<file path="config.mk">
export PLATFORM = sky130hd
export DESIGN_NAME = id_stage_hazard_flat
export DESIGN_NICKNAME = d
export VERILOG_FILES = /design/src/rtl/id_stage_hazard_if.sv /design/src/rtl/id_stage_hazard.sv /design/src/flat_wrapper.sv
export SDC_FILE = /design/constraint.sdc
export NUM_CORES = 2
export LEC_CHECK = 0
export CORE_ASPECT_RATIO = 0.5
export CORE_MARGIN = 5
export CORE_UTILIZATION = 40
export CTS_CLUSTER_SIZE = 10
export DETAILED_ROUTE_END_ITERATION = 7
export PLACE_DENSITY = 0.61
export RECOVER_POWER = 25
export SYNTH_ARGS = -nofsm -noshare
export SYNTH_HDL_FRONTEND = slang
export SYNTH_SLANG_ARGS = --single-unit
export TNS_END_PERCENT = 5
</file>
<file path="constraint.sdc">
create_clock -name clk -period 7.4 [get_ports clk]
set_input_delay 1.48 -clock clk [delete_from_list [all_inputs] [get_ports clk]]
set_output_delay 1.48 -clock clk [all_outputs]
set_load 0.01 [all_outputs]
</file>
<file path="src/rtl/id_stage_hazard_if.sv">
// Bundle of the ID-stage connections: IF/ID register, controller decode, WB/MEM feedback, hazard outputs and ID/EX register.
// The pipeline (or a testbench) drives through master; the ID stage attaches through slave.
interface id_stage_hazard_if #(
    parameter int DATA_W = 32,
    parameter int ADDR_W = 5
);
    logic              if_valid;
    logic [31:0]       instruction;
    logic [DATA_W-1:0] pc_plus4;
    logic [5:0]        opcode;
    logic [5:0]        func;
    logic [1:0]        ctrl_regdst;
    logic              ctrl_ext_sign;
    logic              ctrl_branch;
    logic              ctrl_bne;
    logic              ctrl_mem_read;
    logic              ctrl_reg_write;
    logic              wb_reg_write;
    logic [ADDR_W-1:0] wb_write_reg;
    logic [DATA_W-1:0] wb_write_data;
    logic              mem_reg_write;
    logic              mem_mem_read;
    logic [ADDR_W-1:0] mem_write_reg;
    logic [DATA_W-1:0] mem_alu_result;
    logic              flush;
    logic              stall_if;
    logic              branch_taken;
    logic [DATA_W-1:0] branch_target;
    logic              idex_valid;
    logic              idex_reg_write;
    logic              idex_mem_read;
    logic [DATA_W-1:0] idex_rs_data;
    logic [DATA_W-1:0] idex_rt_data;
    logic [DATA_W-1:0] idex_imm;
    logic [ADDR_W-1:0] idex_rs;
    logic [ADDR_W-1:0] idex_rt;
    logic [ADDR_W-1:0] idex_write_reg;
    logic [5:0]        idex_func;

    modport master (
        output if_valid, instruction, pc_plus4, ctrl_regdst, ctrl_ext_sign, ctrl_branch,
               ctrl_bne, ctrl_mem_read, ctrl_reg_write, wb_reg_write, wb_write_reg,
               wb_write_data, mem_reg_write, mem_mem_read, mem_write_reg, mem_alu_result, flush,
        input  opcode, func, stall_if, branch_taken, branch_target, idex_valid, idex_reg_write,
               idex_mem_read, idex_rs_data, idex_rt_data, idex_imm, idex_rs, idex_rt,
               idex_write_reg, idex_func
    );

    modport slave (
        input  if_valid, instruction, pc_plus4, ctrl_regdst, ctrl_ext_sign, ctrl_branch,
               ctrl_bne, ctrl_mem_read, ctrl_reg_write, wb_reg_write, wb_write_reg,
               wb_write_data, mem_reg_write, mem_mem_read, mem_write_reg, mem_alu_result, flush,
        output opcode, func, stall_if, branch_taken, branch_target, idex_valid, idex_reg_write,
               idex_mem_read, idex_rs_data, idex_rt_data, idex_imm, idex_rs, idex_rt,
               idex_write_reg, idex_func
    );
endinterface

</file>
<file path="src/rtl/id_stage_hazard.sv">
// MIPS decode stage: register file with write-through, immediate extension, early branch resolve,
// load-use/branch hazard detection and the ID/EX register. Define ID_BRANCH_FWD_EN to forward EX/MEM ALU results to the branch comparator.
module id_stage_hazard #(
    parameter int DATA_W   = 32,
    parameter int NREGS    = 32,
    parameter int LINK_REG = 31
) (
    input logic             clk,
    input logic             rst,
    id_stage_hazard_if.slave bus
);
    localparam int ADDR_W = ($clog2(NREGS) < 5) ? 5 : $clog2(NREGS);

    logic [DATA_W-1:0] regs_q [NREGS];
    logic [DATA_W-1:0] regs_d [NREGS];

    logic [ADDR_W-1:0] rs, rt, rd;
    logic [DATA_W-1:0] rs_data, rt_data, op_a, op_b, imm_ext;
    logic              load_use, br_ex, br_mem_load, br_mem_alu;
    logic              mem_alu_hit_rs, mem_alu_hit_rt, eq, stall, bubble;

    logic              idex_valid_q, idex_valid_d;
    logic              idex_reg_write_q, idex_reg_write_d;
    logic              idex_mem_read_q, idex_mem_read_d;
    logic [DATA_W-1:0] idex_rs_data_q, idex_rs_data_d;
    logic [DATA_W-1:0] idex_rt_data_q, idex_rt_data_d;
    logic [DATA_W-1:0] idex_imm_q, idex_imm_d;
    logic [ADDR_W-1:0] idex_rs_q, idex_rs_d;
    logic [ADDR_W-1:0] idex_rt_q, idex_rt_d;
    logic [ADDR_W-1:0] idex_write_reg_q, idex_write_reg_d;
    logic [5:0]        idex_func_q, idex_func_d;

    function automatic logic src_match(input logic [ADDR_W-1:0] dst, a, b);
        return ((a != '0) && (dst == a)) || ((b != '0) && (dst == b));
    endfunction

    assign rs          = ADDR_W'(bus.instruction[25:21]);
    assign rt          = ADDR_W'(bus.instruction[20:16]);
    assign rd          = ADDR_W'(bus.instruction[15:11]);
    assign bus.opcode  = bus.instruction[31:26];
    assign bus.func    = bus.instruction[5:0];

    assign imm_ext = bus.ctrl_ext_sign ? {{(DATA_W-16){bus.instruction[15]}}, bus.instruction[15:0]}
                                       : {{(DATA_W-16){1'b0}}, bus.instruction[15:0]};
    assign bus.branch_target = bus.pc_plus4 + (imm_ext << 2);

    // Same-cycle WB write is visible to the read so WB never causes a hazard.
    always_comb begin
        rs_data = '0;
        rt_data = '0;
        if (rs != '0 && int'(rs) < NREGS)
            rs_data = (bus.wb_reg_write && bus.wb_write_reg == rs) ? bus.wb_write_data : regs_q[rs];
        if (rt != '0 && int'(rt) < NREGS)
            rt_data = (bus.wb_reg_write && bus.wb_write_reg == rt) ? bus.wb_write_data : regs_q[rt];
    end

    always_comb begin
        regs_d = regs_q;
        if (bus.wb_reg_write && bus.wb_write_reg != '0 && int'(bus.wb_write_reg) < NREGS)
            regs_d[bus.wb_write_reg] = bus.wb_write_data;
    end

    assign mem_alu_hit_rs = bus.mem_reg_write && !bus.mem_mem_read && rs != '0 && bus.mem_write_reg == rs;
    assign mem_alu_hit_rt = bus.mem_reg_write && !bus.mem_mem_read && rt != '0 && bus.mem_write_reg == rt;

`ifdef ID_BRANCH_FWD_EN
    assign op_a       = mem_alu_hit_rs ? bus.mem_alu_result : rs_data;
    assign op_b       = mem_alu_hit_rt ? bus.mem_alu_result : rt_data;
    assign br_mem_alu = 1'b0;
`else
    // Without the forwarding mux the branch waits one cycle for the value to reach WB.
    assign op_a       = rs_data;
    assign op_b       = rt_data;
    assign br_mem_alu = bus.ctrl_branch && (mem_alu_hit_rs || mem_alu_hit_rt);
`endif

    assign load_use    = idex_valid_q && idex_mem_read_q && src_match(idex_write_reg_q, rs, rt);
    assign br_ex       = bus.ctrl_branch && idex_valid_q && idex_reg_write_q && src_match(idex_write_reg_q, rs, rt);
    assign br_mem_load = bus.ctrl_branch && bus.mem_mem_read && bus.mem_reg_write
                         && src_match(bus.mem_write_reg, rs, rt);

    assign stall            = bus.if_valid && !bus.flush && (load_use || br_ex || br_mem_load || br_mem_alu);
    assign eq               = (op_a == op_b);
    assign bus.stall_if     = stall;
    assign bus.branch_taken = bus.if_valid && bus.ctrl_branch && !stall && !bus.flush
                              && (bus.ctrl_bne ? !eq : eq);
    assign bubble           = bus.flush || stall || !bus.if_valid;

    always_comb begin
        idex_valid_d     = !bubble;
        idex_reg_write_d = !bubble && bus.ctrl_reg_write;
        idex_mem_read_d  = !bubble && bus.ctrl_mem_read;
        idex_rs_data_d   = rs_data;
        idex_rt_data_d   = rt_data;
        idex_imm_d       = imm_ext;
        idex_rs_d        = rs;
        idex_rt_d        = rt;
        idex_func_d      = bus.instruction[5:0];
        case (bus.ctrl_regdst)
            2'd1:    idex_write_reg_d = rd;
            2'd2:    idex_write_reg_d = ADDR_W'(LINK_REG);
            default: idex_write_reg_d = rt;
        endcase
    end

    always_ff @(posedge clk) begin
        if (!rst) begin
            regs_q           <= '{default: '0};
            idex_valid_q     <= 1'b0;
            idex_reg_write_q <= 1'b0;
            idex_mem_read_q  <= 1'b0;
            idex_rs_data_q   <= '0;
            idex_rt_data_q   <= '0;
            idex_imm_q       <= '0;
            idex_rs_q        <= '0;
            idex_rt_q        <= '0;
            idex_write_reg_q <= '0;
            idex_func_q      <= '0;
        end else begin
            regs_q           <= regs_d;
            idex_valid_q     <= idex_valid_d;
            idex_reg_write_q <= idex_reg_write_d;
            idex_mem_read_q  <= idex_mem_read_d;
            idex_rs_data_q   <= idex_rs_data_d;
            idex_rt_data_q   <= idex_rt_data_d;
            idex_imm_q       <= idex_imm_d;
            idex_rs_q        <= idex_rs_d;
            idex_rt_q        <= idex_rt_d;
            idex_write_reg_q <= idex_write_reg_d;
            idex_func_q      <= idex_func_d;
        end
    end

    assign bus.idex_valid     = idex_valid_q;
    assign bus.idex_reg_write = idex_reg_write_q;
    assign bus.idex_mem_read  = idex_mem_read_q;
    assign bus.idex_rs_data   = idex_rs_data_q;
    assign bus.idex_rt_data   = idex_rt_data_q;
    assign bus.idex_imm       = idex_imm_q;
    assign bus.idex_rs        = idex_rs_q;
    assign bus.idex_rt        = idex_rt_q;
    assign bus.idex_write_reg = idex_write_reg_q;
    assign bus.idex_func      = idex_func_q;
endmodule

</file>
<file path="src/flat_wrapper.sv">
// flat-port wrapper written by rule: the top's interface ports become plain ports
module id_stage_hazard_flat 
#(
    parameter int DATA_W   = 32,
    parameter int NREGS    = 32,
    parameter int LINK_REG = 31
)
  (clk, rst, bus_if_valid, bus_instruction, bus_pc_plus4, bus_ctrl_regdst, bus_ctrl_ext_sign, bus_ctrl_branch, bus_ctrl_bne, bus_ctrl_mem_read, bus_ctrl_reg_write, bus_wb_reg_write, bus_wb_write_reg, bus_wb_write_data, bus_mem_reg_write, bus_mem_mem_read, bus_mem_write_reg, bus_mem_alu_result, bus_flush, bus_opcode, bus_func, bus_stall_if, bus_branch_taken, bus_branch_target, bus_idex_valid, bus_idex_reg_write, bus_idex_mem_read, bus_idex_rs_data, bus_idex_rt_data, bus_idex_imm, bus_idex_rs, bus_idex_rt, bus_idex_write_reg, bus_idex_func);
  id_stage_hazard_if #(.DATA_W(DATA_W), .ADDR_W(5)) bus_i ();
  input logic clk;
  input logic rst;
  input wire logic [$bits(bus_i.if_valid)-1:0] bus_if_valid;
  input wire logic [$bits(bus_i.instruction)-1:0] bus_instruction;
  input wire logic [$bits(bus_i.pc_plus4)-1:0] bus_pc_plus4;
  input wire logic [$bits(bus_i.ctrl_regdst)-1:0] bus_ctrl_regdst;
  input wire logic [$bits(bus_i.ctrl_ext_sign)-1:0] bus_ctrl_ext_sign;
  input wire logic [$bits(bus_i.ctrl_branch)-1:0] bus_ctrl_branch;
  input wire logic [$bits(bus_i.ctrl_bne)-1:0] bus_ctrl_bne;
  input wire logic [$bits(bus_i.ctrl_mem_read)-1:0] bus_ctrl_mem_read;
  input wire logic [$bits(bus_i.ctrl_reg_write)-1:0] bus_ctrl_reg_write;
  input wire logic [$bits(bus_i.wb_reg_write)-1:0] bus_wb_reg_write;
  input wire logic [$bits(bus_i.wb_write_reg)-1:0] bus_wb_write_reg;
  input wire logic [$bits(bus_i.wb_write_data)-1:0] bus_wb_write_data;
  input wire logic [$bits(bus_i.mem_reg_write)-1:0] bus_mem_reg_write;
  input wire logic [$bits(bus_i.mem_mem_read)-1:0] bus_mem_mem_read;
  input wire logic [$bits(bus_i.mem_write_reg)-1:0] bus_mem_write_reg;
  input wire logic [$bits(bus_i.mem_alu_result)-1:0] bus_mem_alu_result;
  input wire logic [$bits(bus_i.flush)-1:0] bus_flush;
  output wire logic [$bits(bus_i.opcode)-1:0] bus_opcode;
  output wire logic [$bits(bus_i.func)-1:0] bus_func;
  output wire logic [$bits(bus_i.stall_if)-1:0] bus_stall_if;
  output wire logic [$bits(bus_i.branch_taken)-1:0] bus_branch_taken;
  output wire logic [$bits(bus_i.branch_target)-1:0] bus_branch_target;
  output wire logic [$bits(bus_i.idex_valid)-1:0] bus_idex_valid;
  output wire logic [$bits(bus_i.idex_reg_write)-1:0] bus_idex_reg_write;
  output wire logic [$bits(bus_i.idex_mem_read)-1:0] bus_idex_mem_read;
  output wire logic [$bits(bus_i.idex_rs_data)-1:0] bus_idex_rs_data;
  output wire logic [$bits(bus_i.idex_rt_data)-1:0] bus_idex_rt_data;
  output wire logic [$bits(bus_i.idex_imm)-1:0] bus_idex_imm;
  output wire logic [$bits(bus_i.idex_rs)-1:0] bus_idex_rs;
  output wire logic [$bits(bus_i.idex_rt)-1:0] bus_idex_rt;
  output wire logic [$bits(bus_i.idex_write_reg)-1:0] bus_idex_write_reg;
  output wire logic [$bits(bus_i.idex_func)-1:0] bus_idex_func;
  assign bus_i.if_valid = bus_if_valid;
  assign bus_i.instruction = bus_instruction;
  assign bus_i.pc_plus4 = bus_pc_plus4;
  assign bus_i.ctrl_regdst = bus_ctrl_regdst;
  assign bus_i.ctrl_ext_sign = bus_ctrl_ext_sign;
  assign bus_i.ctrl_branch = bus_ctrl_branch;
  assign bus_i.ctrl_bne = bus_ctrl_bne;
  assign bus_i.ctrl_mem_read = bus_ctrl_mem_read;
  assign bus_i.ctrl_reg_write = bus_ctrl_reg_write;
  assign bus_i.wb_reg_write = bus_wb_reg_write;
  assign bus_i.wb_write_reg = bus_wb_write_reg;
  assign bus_i.wb_write_data = bus_wb_write_data;
  assign bus_i.mem_reg_write = bus_mem_reg_write;
  assign bus_i.mem_mem_read = bus_mem_mem_read;
  assign bus_i.mem_write_reg = bus_mem_write_reg;
  assign bus_i.mem_alu_result = bus_mem_alu_result;
  assign bus_i.flush = bus_flush;
  assign bus_opcode = bus_i.opcode;
  assign bus_func = bus_i.func;
  assign bus_stall_if = bus_i.stall_if;
  assign bus_branch_taken = bus_i.branch_taken;
  assign bus_branch_target = bus_i.branch_target;
  assign bus_idex_valid = bus_i.idex_valid;
  assign bus_idex_reg_write = bus_i.idex_reg_write;
  assign bus_idex_mem_read = bus_i.idex_mem_read;
  assign bus_idex_rs_data = bus_i.idex_rs_data;
  assign bus_idex_rt_data = bus_i.idex_rt_data;
  assign bus_idex_imm = bus_i.idex_imm;
  assign bus_idex_rs = bus_i.idex_rs;
  assign bus_idex_rt = bus_i.idex_rt;
  assign bus_idex_write_reg = bus_i.idex_write_reg;
  assign bus_idex_func = bus_i.idex_func;
  id_stage_hazard #(.DATA_W(DATA_W), .NREGS(NREGS), .LINK_REG(LINK_REG)) u_core (.clk(clk), .rst(rst), .bus(bus_i));
endmodule
</file>
==> results.cfg <==
[status]
outcome = finished with violations
failed_checks = capacitance limit, slew limit, setup timing

[synthesis]
synthesis.nets = 6764
yosys_warnings = 0
synth_cell_types = 82
yosysTopAreaCell = dfxtp_1
syn_avg_cell_area_um2 = 8.76
synth_area_leaders = dfxtp_1, mux4_2, nand2_1
dominantRegCellSynth = dfxtp_1
synth_largest_type_area_fraction = 0.390
synth_edf_count = 0
synth-seq-cells = 1124
async_flop_share = 0
netlist_area_um2 = 57600
syn_inst = 6580
synth-seq-area-share = 0.390

[die]
die_y_um = 278
coreArea_um2 = 143000
die_area_um2 = 152000
ioPinCount = 318
floorplan.initialDensity = 0.403
fp.dieW_um = 547
num_rows = 98

[min_path]
hp-class = flip-flop to flip-flop

[setup_path]
cpMostUsedCell = buf_4
required_ps = 5920
worst_ep_arrival_time_ps = 5950
crit_path_end_kind = output port
cp_slowest_cell = clkdlybuf4s50_1
worstSetupPathType = primary input to output port
cp_cell_sequence = buf_2, buf_4, inv_2, buf_4, buf_4, mux2i_2, a21oi_1, o22ai_1, o2bb2a_1, xor2_1, buf_4, nand3_1, nor3_1, nand4_1, buf_4, or3_4, mux2_4, clkdlybuf4s50_1
crit_path_start_kind = primary input
cpPeakStageDelay_ps = 480
cp_max_fo = 7

[route]
vias_per_cell = 6.40
routed_wl_um = 269000
drc = 0
via_count = 55600
initialDrtViolationCount = 9986
firstDrtPassIters = 7
ant_nets = 0
avgRoutedWirePerCell_um = 31.0

[timing]
fin_crit_ps = 7430
hold_viol_final = 0
finalHoldWorstSlack_ps = 462
worstMarginPinSlew_ps = 3860
slew_violations = 739
max_freq_mhz = 135
worst_slack_ps = -31.2
max_slew_margin = -1.59
period_share = 1.00
skew_ps = 39.4
rsz0062_at_grt = false
setup_viol = 1

[grt]
antenna_found_initial = 10
grt_overflow = 0
track_usage = 0.338
grt_pass1_wl_um = 376000
grt_max_degree = 213
grt_pass1_vias = 50800

[cts]
cts_tree = yes
clock_sinks = 1124
cts-hold-fix-buffers = 0
cts_buffer_depth = 3
cts_buffers = 132
path_clk_slew_ps = 50
clock_latency_ps = 780
root_buffer = clkbuf_16
cts_max_level = 4

[final_layout]
largest_reg_flops = 1024
final_net_count = 6942
final_area_um2 = 68000
fin_util = 0.475
regMostFlops = u_core.regs_q
register_area_um2 = 22500
multi_input_area_um2 = 32300
final_cells = 8687
nFillCells = 13600
area_delta_synth_final_pct = 17.9
drive_gt1_frac = 0.178

[placed_design]
place_area_um2 = 63900
io_buffers = 268
place.gp.congestion = 0.977
dp.cells = 8512
hpwl_um = 169000

[power_and_ir_drop]
ir_drop_mv = 0.168
p_leak_uw = 0.0234
power.density_nw_per_um2 = 205

[job]
maxCapViolCount = 8
[cell families (layout without fill, tap and decap cells)]
logic type,count (synthesis),count (layout),share of synthesized area
compound gates,1497,1497,0.148
flops,1124,1124,0.390
other cells,0,7,0
simple gates,2479,2479,0.172
xor+xnor,84,84,0.0128
fa+ha+maj,32,32,0.00708
buf+inv,713,913,0.0608
mux,651,651,0.209
[final cells by class]
type	instances	share of cell area
clock buffers	142	0.0502
repair buffers	736	0.104
well taps	1900	0.0350
inverters	21	0.00118
clock inverters	14	0.00274
diodes	7	0.000258
flip-flops and latches	1124	0.331
multi-input cells	4743	0.475
[Yosys cell counts (46+ instances only)]
cell type	number
clkbuf_1	494
mux4_2	422
nor3_1	46
a21oi_1	1102
dfxtp_1	1124
xnor2_1	58
nor2_1	128
nand2_1	2088
o21ai_0	48
buf_4	57
a22oi_1	96
mux2i_1	201
buf_2	59
and2_1	75
[worst paths after layout]
path / startpoint / cells after the start / slack (ps) / to
setup / recovery: bus_instruction[18] / 18 / -30 / bus_branch_taken
hold / removal: u_core.regs_q[392] / 2 / 460 / u_core.regs_q[392]
setup reg to reg: u_core.regs_q[11] / 8 / 5020 / u_core.bus.idex_rt_data[11]
hold reg to reg: u_core.regs_q[392] / 2 / 460 / u_core.regs_q[392]
[critical path: cells and delay by family]
family / cells / cell delay [ps]
and+or+nand+nor: 4 / 850
xor gates and xnor gates: 1 / 150
AOI/OAI and AO/OA: 3 / 760
buffers and inverters: 8 / 1970
muxes: 2 / 690
[timing repair]
item	4_1_cts	5_1_grt
hold endpoints to repair	0	0
resized for setup	8	61
pin swaps	0	7
cloned	0	4
setup buffers	0	8
endpoints found under the setup margin	1	1
[layer usage]
| layer | share of wire | vias to the layer above | wire length, µm | GRT usage |
|---|---|---|---|---|
| met5 | 0.00051 | - | 138 | 0 |
| met4 | 0.067 | 10 | 18100 | 0.193 |
| met3 | 0.16 | 1032 | 42600 | 0.132 |
| met2 | 0.40 | 4444 | 109000 | 0.474 |
| met1 | 0.37 | 26800 | 99400 | 0.441 |
| li1 | - | 23200 | - | - |
[stage by stage]
step           TNS (ps)  worst slack (ps)  total power [µW]
2_1_floorplan         0              1520              7200
6_report          -31.2             -31.2             13900
5_1_grt               0              5.76             14200
3_5_place_dp       -228              -228              8020
4_1_cts               0              46.2             13800
3_3_place_gp       -224              -224              8010
[report_power, final]
part | internal [µW] | switching (µW) | total [µW]
Clock | 3290 | 2670 | 5970
Sequential | 6120 | 39.2 | 6160
Combinational | 679 | 1140 | 1820
[cell usage in the layout (no fill, tap or decap), drive strengths merged, types with 9 or more instances in the layout]
cell type      Yosys  routed
a221oi            41      41
clkbuf           500     153
xnor2             58      58
mux2i            201     201
dfxtp           1124    1124
nand2b            22      22
o221ai            42      42
buf              192     468
o22ai             33      33
a21oi           1102    1102
nor4              17      17
a211oi            21      21
and2              75      75
or2               12      12
nor3              48      48
nand2           2088    2088
nor2b             23      23
o21ai             53      53
nand3             21      21
a22o              10      10
mux4             436     436
a22oi             97      97
ha                31      31
xor2              26      26
inv               20      25
a31oi              9       9
nand4             14      14
clkdlybuf4s50      0     143
nor2             129     129
o211ai            16      16
mux2              14      14
a21o              17      17
a32oi             10      10
or3                9       9
dlygate4sd3        0     113
(Power assumes the default switching activity.)
